===== src/rtl/regwrite_arbiter.sv =====
// regwrite_arbiter: shares the register-file write port between writeback and JAL link writes,
// buffering up to two link writes that lose arbitration to writeback.
module regwrite_arbiter #(
    parameter int LINK_REG = 31,
    parameter int AGE_WB   = 3
) (
    input  logic        Clk_in,
    input  logic        Rst_n,
    input  logic        WB_RegWrite_in,
    input  logic [4:0]  WB_WriteRegister_in,
    input  logic [31:0] WB_WriteData_in,
    input  logic        Link_Req_in,
    input  logic [31:0] Link_Data_in,
    output logic        RegWrite_out,
    output logic [4:0]  WriteRegister_out,
    output logic [31:0] WriteData_out,
    output logic        Stall_out,
    output logic [1:0]  Pending_out
);
    logic [31:0] data0_q, data0_d, data1_q, data1_d;
    logic [2:0]  age0_q, age0_d, age1_q, age1_d;
    logic [1:0]  cnt_q, cnt_d, n_keep;
    logic        wb_act, pop, bypass, push, sup, keep0, keep1;

    function automatic logic [2:0] age_inc(input logic [2:0] a);
        return (a == 3'd7) ? a : a + 3'd1;
    endfunction

    always_comb begin
        wb_act = WB_RegWrite_in && (WB_WriteRegister_in != 5'd0);
        pop    = !wb_act && (cnt_q != 2'd0);
        bypass = !wb_act && (cnt_q == 2'd0) && Link_Req_in;
        push   = Link_Req_in && !bypass && ((cnt_q != 2'd2) || pop);
        sup    = wb_act && (WB_WriteRegister_in == 5'(LINK_REG));
        // Entries older than the writeback's travel time belong to older JALs than the writer
        keep0  = (cnt_q != 2'd0) && !pop && !(sup && (age0_q > 3'(AGE_WB)));
        keep1  = (cnt_q == 2'd2) && !(sup && (age1_q > 3'(AGE_WB)));
        n_keep = {1'b0, keep0} + {1'b0, keep1};
        data0_d = keep0 ? data0_q : data1_q;
        age0_d  = age_inc(keep0 ? age0_q : age1_q);
        data1_d = data1_q;
        age1_d  = age_inc(age1_q);
        if (push) begin
            if (n_keep == 2'd0) begin
                data0_d = Link_Data_in;
                age0_d  = 3'd0;
            end else begin
                data1_d = Link_Data_in;
                age1_d  = 3'd0;
            end
        end
        cnt_d = n_keep + {1'b0, push};
    end

    always_ff @(posedge Clk_in or negedge Rst_n) begin
        if (!Rst_n) begin
            data0_q <= '0;
            data1_q <= '0;
            age0_q  <= '0;
            age1_q  <= '0;
            cnt_q   <= '0;
        end else begin
            data0_q <= data0_d;
            data1_q <= data1_d;
            age0_q  <= age0_d;
            age1_q  <= age1_d;
            cnt_q   <= cnt_d;
        end
    end

    // Outputs are gated by Rst_n so they clear immediately while reset is held
    assign RegWrite_out      = Rst_n && (wb_act || pop || bypass);
    assign WriteRegister_out = !Rst_n ? 5'd0 : wb_act ? WB_WriteRegister_in :
                               (pop || bypass) ? 5'(LINK_REG) : 5'd0;
    assign WriteData_out     = !Rst_n ? 32'd0 : wb_act ? WB_WriteData_in :
                               pop ? data0_q : bypass ? Link_Data_in : 32'd0;
    assign Stall_out         = Rst_n && (cnt_q == 2'd2) && !pop;
    assign Pending_out       = cnt_q;
endmodule


===== config.mk =====
export PLATFORM = sky130hd
export DESIGN_NAME = regwrite_arbiter
export DESIGN_NICKNAME = d
export VERILOG_FILES = /design/src/rtl/regwrite_arbiter.sv
export SDC_FILE = /design/constraint.sdc
export NUM_CORES = 1
export LEC_CHECK = 0
export BUFFER_PORTS_ARGS = -buffer_cell sky130_fd_sc_hd__buf_2
export CAP_MARGIN = 15
export CORE_MARGIN = 2
export CORE_UTILIZATION = 47
export CTS_BUF_LIST = sky130_fd_sc_hd__clkbuf_4
export CTS_CLUSTER_DIAMETER = 200
export DETAILED_ROUTE_END_ITERATION = 7
export GPL_ROUTABILITY_DRIVEN = 0
export GPL_TIMING_DRIVEN = 0
export PLACE_DENSITY = 0.69
export SLEW_MARGIN = 20
export SYNTH_ARGS = -nofsm -noshare
export SYNTH_HDL_FRONTEND = slang
export SYNTH_SLANG_ARGS = --single-unit

===== constraint.sdc =====
create_clock -name Clk_in -period 6.4 [get_ports Clk_in]
set_clock_uncertainty 0.2 [all_clocks]
set_input_delay 0 -clock Clk_in [delete_from_list [all_inputs] [get_ports Clk_in]]
set_output_delay 0 -clock Clk_in [all_outputs]
set_load 0.03 [all_outputs]

==> impl_results.md <==
* Outcome: finished, final reports clean
* First-pass GRT wire length at 17380 µm
* Worst R2R Start: Pending_out[0]
* Row cnt at 34
* Antenna violations before repair at 0
* Post-DR vias/cell at 5.489
* CP Class: reg -> reg
* Nets at 624
* Synthesis-stage register bit count at 72
* # setup viols final at 0
* Final Hold Viols at 0
* Fillers at 717
* Critical Path RT at 6.50 ns
* CP dominant cell by count: buf_2
* Worst vdd ir at 0.1839 mV
* Worst reg-to-reg setup slack at 3.04 ns
* FF-to-FF End: data0_q[30]
* Synth Warn # at 0
* Tcrit/Tclk final at 0.5250
* Placed Cells at 608
* R2r worst-path depth at 8
* # hold bufs at CTS at 36
* Fin util at 0.6235
* Max Clk Rate at 297.6 MHz
* Total number of vias at 3623
* Pins over their slew limit at 0
* Die ar. at 9767 µm²
* Vert. Die Dim at 98.83 µm
* Post_cts resized at 0
* CP arrival at 3.46 ns
* Setup slack after layout at 3.040 ns
* DP Area at 4952 µm²
* H-tree levels at 3
* Core area at 8721 µm²
* Area Growth Syn to Fin at 28.66%
* Drt wl/cell at 16.18 µm
* CP endpoint: data0_q[30]
* TritonCTS Sinks at 72
* Sequential-to-total area share from yosys stat at 0.4263
* Crit. End Element: flop
* Total CTS buffers at 9
* Antenna cells at 0
* Antenna viol nets, final at 0
* Detailed-route DRC error count at 0
* Routed WL at 10680 µm
* Place WS at 3.066 ns
* Final non-filler cell area at 5438 µm²
* Slew margin rel. at 0.5155
* Root Driver: clkbuf_4
* Multi-input gate area at 2258 µm²
* Cell Area, Synth at 4227 µm²
* Die Wd at 98.83 µm
* Leakage at 2.728 nW
* Number of global-route vias before repair at 3576
* Total power draw at 2.199 mW
* Hold slack at 0.06256 ns
* DP HPWL at 7397 µm
* Most common cell after layout, fill and taps aside: buf_2
* DRT Pass-1 Iters at 4
* CTS tree: yes
* Post-CTS setup buffers at 0
* Initial Util at 0.4846
* Crit-path cells: or2_2, clkbuf_1, nand3_1, buf_2, ha_1, o211ai_4, buf_2, mux2_2
* Cell count after synthesis at 387
* RSZ-0062 raised after global routing: false
* Final worst path period need at 3.360 ns
* Total of max-cap violations at 0
* Setup TNS at 0 ns
* Finished Layout Cells at 660
* Worst Hold Class: in -> reg
* IO buf count at 112
* CTS Buffer Depth at 2
* FF+latch area at 1802 µm²
* Largest net degree at the start of global routing at 59
* Clk slew on worst S/H paths at 0.12 ns
* CP Launch Type: flop
* Crit. Startpoint: Pending_out[0]
* Crit-path slowest cell: dfrtp_1
* CP max stage delay at 0.50 ns
* Top Ports at 114
* Overall Global Routing Usage at 0.2246
* Critical path fanouts, max at 11
* Initial drt markers at 165
* Ratio of cells with drive above 1 in the final layout at 0.4257
* Syn_nets at 464
* Worst-Margin Slew at 0.7244 ns
* PwrDens at 404.3 nW/µm²
* Mean Syn Cell Area at 10.92 µm²
* Clock latency on the worst-skew pair at 0.42 ns
* Total congestion overflow at 0
* Unique masters post-synth at 37
* Most frequent cells in the layout: 115 x buf_2, 95 x mux2_2, 72 x dfrtp_1
[worst max-delay path, delay by kind of cell (launching register included)]
kind | cells | cell delay (ns)
adder cells (fa/ha/maj) | 1 | 0.28
multiplexers | 1 | 0.37
AO/OA/AOI/OAI | 1 | 0.18
buffers and inverters | 3 | 1.12
AND/OR/NAND/NOR | 2 | 0.61
flip-flops | 1 | 0.50
[synth_stat cells]
| cell | instances | area share |
|---|---|---|
| a211o_1 | 1 | 0.0021 |
| a21boi_0 | 4 | 0.0071 |
| a21o_1 | 1 | 0.0018 |
| a2bb2oi_1 | 1 | 0.0021 |
| a31oi_1 | 2 | 0.0030 |
| and2_1 | 1 | 0.0015 |
| and4_1 | 1 | 0.0021 |
| buf_1 | 4 | 0.0036 |
| buf_2 | 4 | 0.0047 |
| buf_4 | 5 | 0.0089 |
| clkbuf_1 | 18 | 0.016 |
| dfrtp_1 | 72 | 0.43 |
| fa_1 | 1 | 0.0047 |
| ha_1 | 3 | 0.0089 |
| inv_1 | 7 | 0.0062 |
| mux2_1 | 2 | 0.0053 |
| mux2_2 | 95 | 0.25 |
| nand2_1 | 36 | 0.032 |
| nand3_1 | 66 | 0.078 |
| nand4_1 | 2 | 0.0030 |
| nor2_1 | 2 | 0.0018 |
| nor2b_1 | 1 | 0.0015 |
| nor3_1 | 1 | 0.0012 |
| o211a_1 | 33 | 0.078 |
| o211ai_1 | 2 | 0.0036 |
| o211ai_4 | 1 | 0.0050 |
| o21a_1 | 7 | 0.012 |
| o21ai_0 | 4 | 0.0047 |
| o21ai_2 | 1 | 0.0021 |
| o21ai_4 | 1 | 0.0038 |
| o311ai_0 | 1 | 0.0021 |
| o31a_1 | 1 | 0.0021 |
| or2_2 | 2 | 0.0030 |
| or3_1 | 1 | 0.0015 |
| or4_4 | 1 | 0.0027 |
| xnor2_1 | 1 | 0.0021 |
| xor2_1 | 1 | 0.0021 |
[cell type report]
class / count / share of cell area
Multi-Input combinational cell: 277 / 0.4153
Sequential cell: 72 / 0.3313
Timing Repair Buffer: 149 / 0.1749
Buffer: 31 / 0.02577
Tap cell: 108 / 0.02485
Clock buffer: 10 / 0.01381
Clock inverter: 6 / 0.009204
Inverter: 7 / 0.004832
[cells by family after synthesis]
logic type	count (synthesis)	share of synthesized area
and+or+nand+nor	114	0.1282
xor gates and xnor gates	2	0.004145
muxes	97	0.2584
adders and majority gates	4	0.01362
DFF	72	0.4263
AOI/OAI and AO/OA	60	0.1300
buffers and inverters	38	0.03937
[metal layers]
metal | GRT usage | up-vias | routed length [µm]
li1 | - | 1748 | -
met4 | 0.07692 | 0 | 176
met2 | 0.3784 | 92 | 5341
met5 | 0 | - | 0
met1 | 0.2996 | 1771 | 4721
met3 | 0.02979 | 12 | 437
[power by group]
| part | internal [mW] | total (mW) | switching (mW) |
|---|---|---|---|
| sequential | 0.689 | 0.810 | 0.122 |
| clock | 0.118 | 0.274 | 0.155 |
| combinational | 0.561 | 1.11 | 0.553 |
| total | 1.37 | 2.20 | 0.830 |
[sequential cells by signal, indices dropped and copies added (netlist names)]
register / cells
Pending_out: 2
data1_q: 32
data0_q: 32
age0_q: 3
age1_q: 3
[worst min path at each step]
stage	from	endpoint	slack [ns]	cells after the start
after floorplan	Rst_n	Pending_out[0]	-0.50	0
after global placement	Link_Data_in[29]	data1_q[29]	0.04	2
after detailed placement	Rst_n	data1_q[16]	-0.32	1
after CTS	WB_WriteRegister_in[0]	age0_q[2]	0.03	4
after global routing	WB_WriteRegister_in[0]	age0_q[2]	0.07	4
final	Link_Req_in	data0_q[31]	0.06	3
Note: power is estimated with default switching activity, not from simulation.
